**config.mk**
```make
export PLATFORM = sky130hd
export DESIGN_NAME = queue_frame_reader
export DESIGN_NICKNAME = d
export VERILOG_FILES = /design/src/rtl/queue_pkg.sv /design/src/rtl/qfr_out_reg.sv /design/src/rtl/queue_frame_reader.sv
export SDC_FILE = /design/constraint.sdc
export NUM_CORES = 1
export LEC_CHECK = 0
export ABC_CLOCK_PERIOD_IN_PS = 2480
export CORE_MARGIN = 1.5
export CORE_UTILIZATION = 40
export CTS_CLUSTER_DIAMETER = 100
export DETAILED_ROUTE_END_ITERATION = 7
export GPL_TIMING_DRIVEN = 0
export PLACE_DENSITY = 0.68
export SLEW_MARGIN = 40
export SYNTH_ARGS = -nofsm -noshare
export SYNTH_HDL_FRONTEND = slang
export SYNTH_HIERARCHICAL = 1
export SYNTH_SLANG_ARGS = --single-unit
```
**constraint.sdc**
```tcl
create_clock -name clk -period 2.48 [get_ports clk]
set_clock_uncertainty 0.15 [all_clocks]
set_input_delay 0.372 -clock clk [delete_from_list [all_inputs] [get_ports clk]]
set_output_delay 0.372 -clock clk [all_outputs]
set_load 0.05 [all_outputs]
```
**src/rtl/queue_pkg.sv**
```systemverilog
// Shared types and constants for the queue frame reader: FSM encoding, header layout and
// helpers used to build frame headers.
package queue_pkg;

   typedef logic [1:0] qfr_state_t;

   localparam qfr_state_t IDLE    = 2'd0;
   localparam qfr_state_t HEADER  = 2'd1;
   localparam qfr_state_t PAYLOAD = 2'd2;

   localparam logic [7:0] SYNC_DEFAULT = 8'hA5;

   localparam int unsigned HDR_SYNC_LSB = 24;
   localparam int unsigned HDR_SEQ_LSB  = 16;
   localparam int unsigned HDR_LEN_LSB  = 0;
   localparam int unsigned HDR_LEN_W    = 16;

   function automatic logic [31:0] min_len(input logic [31:0] count, input logic [31:0] max);
      return (count < max) ? count : max;
   endfunction

   function automatic logic [31:0] make_header(input logic [7:0]  sync,
                                               input logic [7:0]  seq,
                                               input logic [15:0] len);
      logic [31:0] hdr;
      hdr = '0;
      hdr[HDR_SYNC_LSB +: 8]        = sync;
      hdr[HDR_SEQ_LSB +: 8]         = seq;
      hdr[HDR_LEN_LSB +: HDR_LEN_W] = len;
      return hdr;
   endfunction

endpackage

```
**src/rtl/qfr_out_reg.sv**
```systemverilog
// Output register for the frame reader: holds a word under backpressure and exposes the
// load slot in which the next word may be written.
module qfr_out_reg #(
   parameter int DATA_SIZE = 32
) (
   input  logic                 clk,
   input  logic                 reset,
   input  logic                 load,
   input  logic [DATA_SIZE-1:0] load_data,
   input  logic                 load_last,
   input  logic                 out_ready,
   output logic                 load_slot,
   output logic                 out_valid,
   output logic [DATA_SIZE-1:0] out_data,
   output logic                 out_last
);

   assign load_slot = !out_valid || out_ready;

   // Outside a load slot everything holds; a slot without a load empties the register but
   // keeps the last data word so the bus does not toggle needlessly.
   always_ff @(posedge clk or posedge reset) begin
      if (reset) begin
         out_valid <= 1'b0;
         out_data  <= '0;
         out_last  <= 1'b0;
      end else if (load_slot) begin
         out_valid <= load;
         if (load) begin
            out_data <= load_data;
            out_last <= load_last;
         end else begin
            out_last <= 1'b0;
         end
      end
   end

endmodule

```
**src/rtl/queue_frame_reader.sv**
```systemverilog
// Drains a show-ahead FIFO and emits framed bursts (header + 1..MAX_BURST payload words)
// on a valid/ready stream.
module queue_frame_reader
   import queue_pkg::*;
#(
   parameter int         DATA_SIZE = 32,
   parameter int         FIFO_SIZE = 1024,
   parameter int         CNT_WIDTH = $clog2(FIFO_SIZE) + 1,
   parameter int         MAX_BURST = 16,
   parameter int         TIMEOUT   = 64,
   parameter logic [7:0] SYNC      = SYNC_DEFAULT
) (
   input  logic                 clk,
   input  logic                 reset,
   input  logic                 enable,
   input  logic                 q_empty,
   input  logic [CNT_WIDTH-1:0] q_count,
   input  logic [DATA_SIZE-1:0] q_pop_data,
   output logic                 q_pop,
   output logic                 out_valid,
   output logic [DATA_SIZE-1:0] out_data,
   output logic                 out_last,
   input  logic                 out_ready,
   output logic                 busy,
   output logic [7:0]           seq,
   output logic                 err
);

   localparam int LEN_W = HDR_LEN_W;
   localparam int TMR_W = $clog2(TIMEOUT + 1);

   localparam logic [CNT_WIDTH-1:0] MAX_CNT = CNT_WIDTH'(MAX_BURST);
   localparam logic [TMR_W-1:0]     TMR_MAX = TMR_W'(TIMEOUT);

   qfr_state_t       state_q, state_d;
   logic [LEN_W-1:0] len_q, len_d;
   logic [LEN_W-1:0] rem_q, rem_d;
   logic [TMR_W-1:0] timer_q, timer_d;
   logic [7:0]       seq_q, seq_d;
   logic             err_q, err_d;

   logic                 load;
   logic [DATA_SIZE-1:0] load_data;
   logic                 load_last;
   logic                 load_slot;

   always_comb begin
      state_d   = state_q;
      len_d     = len_q;
      rem_d     = rem_q;
      timer_d   = timer_q;
      seq_d     = seq_q;
      err_d     = err_q;
      load      = 1'b0;
      load_data = '0;
      load_last = 1'b0;
      q_pop     = 1'b0;

      case (state_q)
         IDLE: begin
            if (q_empty) begin
               timer_d = '0;
            end else if (q_count < MAX_CNT && timer_q != TMR_MAX) begin
               timer_d = timer_q + TMR_W'(1);
            end
            // Length is latched here only; pushes during the frame never stretch it.
            if (enable && !q_empty && (q_count >= MAX_CNT || timer_q == TMR_MAX)) begin
               len_d   = LEN_W'(min_len(32'(q_count), 32'(MAX_BURST)));
               rem_d   = LEN_W'(min_len(32'(q_count), 32'(MAX_BURST)));
               timer_d = '0;
               state_d = HEADER;
            end
         end

         HEADER: begin
            if (load_slot) begin
               load      = 1'b1;
               load_data = DATA_SIZE'(make_header(SYNC, seq_q, len_q));
               seq_d     = seq_q + 8'd1;
               state_d   = PAYLOAD;
            end
         end

         PAYLOAD: begin
            if (load_slot) begin
               if (!q_empty && rem_q != '0) begin
                  load      = 1'b1;
                  q_pop     = 1'b1;
                  load_data = q_pop_data;
                  load_last = (rem_q == LEN_W'(1));
                  rem_d     = rem_q - LEN_W'(1);
                  if (rem_q == LEN_W'(1)) begin
                     state_d = IDLE;
                  end
               end else if (q_empty) begin
                  // Underrun: stay in the frame and wait for data to return.
                  err_d = 1'b1;
               end
            end
         end

         default: state_d = IDLE;
      endcase
   end

   always_ff @(posedge clk or posedge reset) begin
      if (reset) begin
         state_q <= IDLE;
         len_q   <= '0;
         rem_q   <= '0;
         timer_q <= '0;
         seq_q   <= '0;
         err_q   <= 1'b0;
      end else begin
         state_q <= state_d;
         len_q   <= len_d;
         rem_q   <= rem_d;
         timer_q <= timer_d;
         seq_q   <= seq_d;
         err_q   <= err_d;
      end
   end

   qfr_out_reg #(
      .DATA_SIZE(DATA_SIZE)
   ) u_out_reg (
      .clk      (clk),
      .reset    (reset),
      .load     (load),
      .load_data(load_data),
      .load_last(load_last),
      .out_ready(out_ready),
      .load_slot(load_slot),
      .out_valid(out_valid),
      .out_data (out_data),
      .out_last (out_last)
   );

   assign busy = (state_q != IDLE);
   assign seq  = seq_q;
   assign err  = err_q;

endmodule

```
==> results.json <==
{
  "nets": 543,
  "cpPeakStageDelay_ps": 400,
  "grt_pass1_vias": 3298,
  "clkPwrFrac": 0.144,
  "cts.sinks": 79,
  "p_leak_nw": 2.66,
  "dpl_cell_area_mm2": 0.00527,
  "fmax_ghz": 0.408,
  "synth_nets": 420,
  "switching_share": 0.446,
  "p_total_w": 0.00675,
  "setup_viol": 0,
  "clockBufferDepth": 2,
  "met2_usage": 0.317,
  "routabilityCongestion": 0.801,
  "drv_slew": 0,
  "fp.dieArea_mm2": 0.0110,
  "vdd.ir_drop.worst_v": 0.000577,
  "hold_violations": 0,
  "critPathLaunchType": "flop",
  "ys_seq_area_frac": 0.477,
  "hp-class": "in -> async",
  "ctsHoldBuffers": 0,
  "syn-cell-area_mm2": 0.00415,
  "synth_ff_type": "dfrtp_1",
  "period_minus_slack_ps": 2450,
  "status": "finished, final reports clean",
  "synth_top_cell_by_area": "dfrtp_1",
  "clkSlewWorstSetupHoldPaths_ps": 90,
  "routed_wl_mm": 10.6,
  "met1_usage": 0.258,
  "yosys.cell_count.top_type": "dfrtp_1",
  "seqPwrFrac": 0.293,
  "coreArea_mm2": 0.00991,
  "synth_area_leaders": "dfrtp_1 (48%), mux2_4 (11%), a22o_1 (4.6%)",
  "io_pins": 93,
  "die_h_um": 105,
  "r2r_cells": 9,
  "synth_edf_count": 0,
  "overflow": 0,
  "initial_utilization": 0.419,
  "dp_hpwl_mm": 7.24,
  "vias_per_cell": 5.41,
  "slowest_stage": "dfrtp_1",
  "synthToLayoutAreaGrowth_pct": 39.8,
  "worst-path-buf-inv": 2,
  "ys_warn_count": 6,
  "yosysUniqueCellTypes": 62,
  "drt_first_pass_iters": 4,
  "yosysTopAreaCellShare": 0.477,
  "synth_common_cells": "dfrtp_1 (79), mux2_4 (30), a22o_1 (22), nand2_1 (22), nor2_1 (17)",
  "root_buffer": "clkbuf_8",
  "reg2reg_to": "u_out_reg/out_data[15]$_DFFE_PP0P_",
  "design_area_mm2": 0.00580,
  "drive_gt1_frac": 0.230,
  "relSlewSlack": 0.512,
  "num_rows": 36,
  "path_cells": "inv_2 > ha_4 > nor4b_4 > nand4_1 > and3_4 > or2_4 > nand2_8 > clkbuf_16 > mux2_4",
  "fin_crit_sh": 0.989,
  "async_flop_share": 1.00,
  "antenna_found_initial": 0,
  "maxCapViolations": 0,
  "die_width_um": 105,
  "p_int_w": 0.00374,
  "critPathTopFamily": "simple AND/OR/NAND/NOR gates",
  "avgSynthCellArea_um2": 11.4,
  "grt_start_max_net_pins": 42,
  "p_switching_w": 0.00301,
  "worst_pin_slew_ps": 730,
  "gr-max-usage-layer": "met2",
  "rsz0062_at_grt": "true",
  "endpoint_kind": "flop",
  "grt_pass1_wl_mm": 17.0,
  "track_usage": 0.193,
  "wl_per_cell_um": 16.9,
  "synthCells": 363,
  "num_vias": 3374,
  "critPathKind": "reg -> reg",
  "synth_seq_cells": 79,
  "cts.htree.levels": 3,
  "io_buffers": 92,
  "tritoncts": "done",
  "cp_data_arrival_time_ps": 2550,
  "cts_buffers": 9,
  "cp.required_ps": 2580,
  "cp_max_fo": 7,
  "first_iter_violations": 182,
  "r2r-start": "rem_q[1]$_DFFE_PP0P_",
  "antennaDiodeCount": 0,
  "gr-usage-met3": 0.0312,
  "clock_latency_ps": 360,
  "drc": 0,
  "cellPowerDensity_mw_per_mm2": 1160,
  "combPwrFrac": 0.563,
  "postRouteAntennaNets": 0,
  "r2r_slack_ps": 30
}
## per-stage QoR
| stage | utilization | TNS, ps | hold WS (ps) | cells | worst slack (ps) |
|---|---|---|---|---|---|
| after floorplan | - | 0 | 300 | 363 | 49.2 |
| after global placement | 0.528 | -18050 | 312 | 588 | -837 |
| after detailed placement | 0.531 | -12610 | 323 | 589 | -842 |
| after CTS | 0.560 | -55.8 | 121 | 610 | -55.0 |
| after global routing | 0.585 | -1340 | 121 | 624 | -66.7 |
| final | 0.585 | 0 | 126 | 624 | 27.8 |
## logic make-up after synthesis
family,count (synthesis),share of synthesized area
AO/OA/AOI/OAI,85,0.151
XOR/XNOR,12,0.0253
adder cells (fa/ha/maj),9,0.0271
buffers and inverters,29,0.0392
flip-flops,79,0.477
multiplexers,35,0.122
AND/OR/NAND/NOR,114,0.159
## placed cells by master (no fill, tap or decap), types with 8 or more instances in the layout
cell type        instances
clkdlybuf4s50_1         90
dfrtp_1                 76
mux2_4                  30
nand2_1                 22
a22o_1                  22
buf_4                   17
and2_1                  14
a31oi_1                 14
o21ai_0                 14
nor2_1                  13
nand3_1                 10
clkbuf_8                10
inv_1                    8
xor2_1                   8
## power groups by stage
stage,combinational [W],clock (W),sequential (W)
final,0.00380,0.000972,0.00198
after global routing,0.00404,0.00105,0.00203
after CTS,0.00345,0.000990,0.00194
after detailed placement,0.00334,0,0.00195
after global placement,0.00329,0,0.00193
after floorplan,0.00163,0,0.00266
## registers in the layout (all words and copies together), names as in the netlist
name / count
seq: 8
len_q: 11
u_out_reg/out_valid: 1
err: 1
timer_q: 7
u_out_reg/out_last: 1
rem_q: 16
u_out_reg/out_data: 32
state_q: 2
## worst max-delay path by stage
stage                                         endpoint  slack [ps]  cells past startpoint                  start
floorplan            u_out_reg/out_data[0]$_DFFE_PP0P_          50                      9   rem_q[0]$_DFFE_PP0P_
global placement                                 q_pop        -840                      7              out_ready
detailed placement                               q_pop        -840                      7              out_ready
CTS                                              q_pop         -50                      6   rem_q[8]$_DFFE_PP0P_
global route        u_out_reg/out_data[15]$_DFFE_PP0P_         -70                      7  rem_q[10]$_DFFE_PP0P_
finish              u_out_reg/out_data[15]$_DFFE_PP0P_          30                      9   rem_q[1]$_DFFE_PP0P_
## what timing repair did
action,in CTS,in global routing
gates resized for setup,22,24
endpoints found under the setup margin,42,48
cloned,0,3
pin swaps,3,5
setup buffers,5,12
## area by class of cell
cell class / instances / area (um^2)
fillers: 820 / 4110
plain buffers: 15 / 123
well taps: 133 / 166
inverters: 13 / 52.6
flip-flops and latches: 79 / 1980
repair buffers: 113 / 1140
clock buffers: 10 / 128
clock inverters: 6 / 70.1
multi-input cells: 255 / 2140
## per-layer routing
| metal | vias to the layer above | wire, um |
|---|---|---|
| met5 | - | 0 |
| met4 | 0 | 134 |
| met3 | 12 | 629 |
| met2 | 135 | 5070 |
| met1 | 1633 | 4730 |
| li1 | 1594 | - |
(Power assumes the default switching activity.)
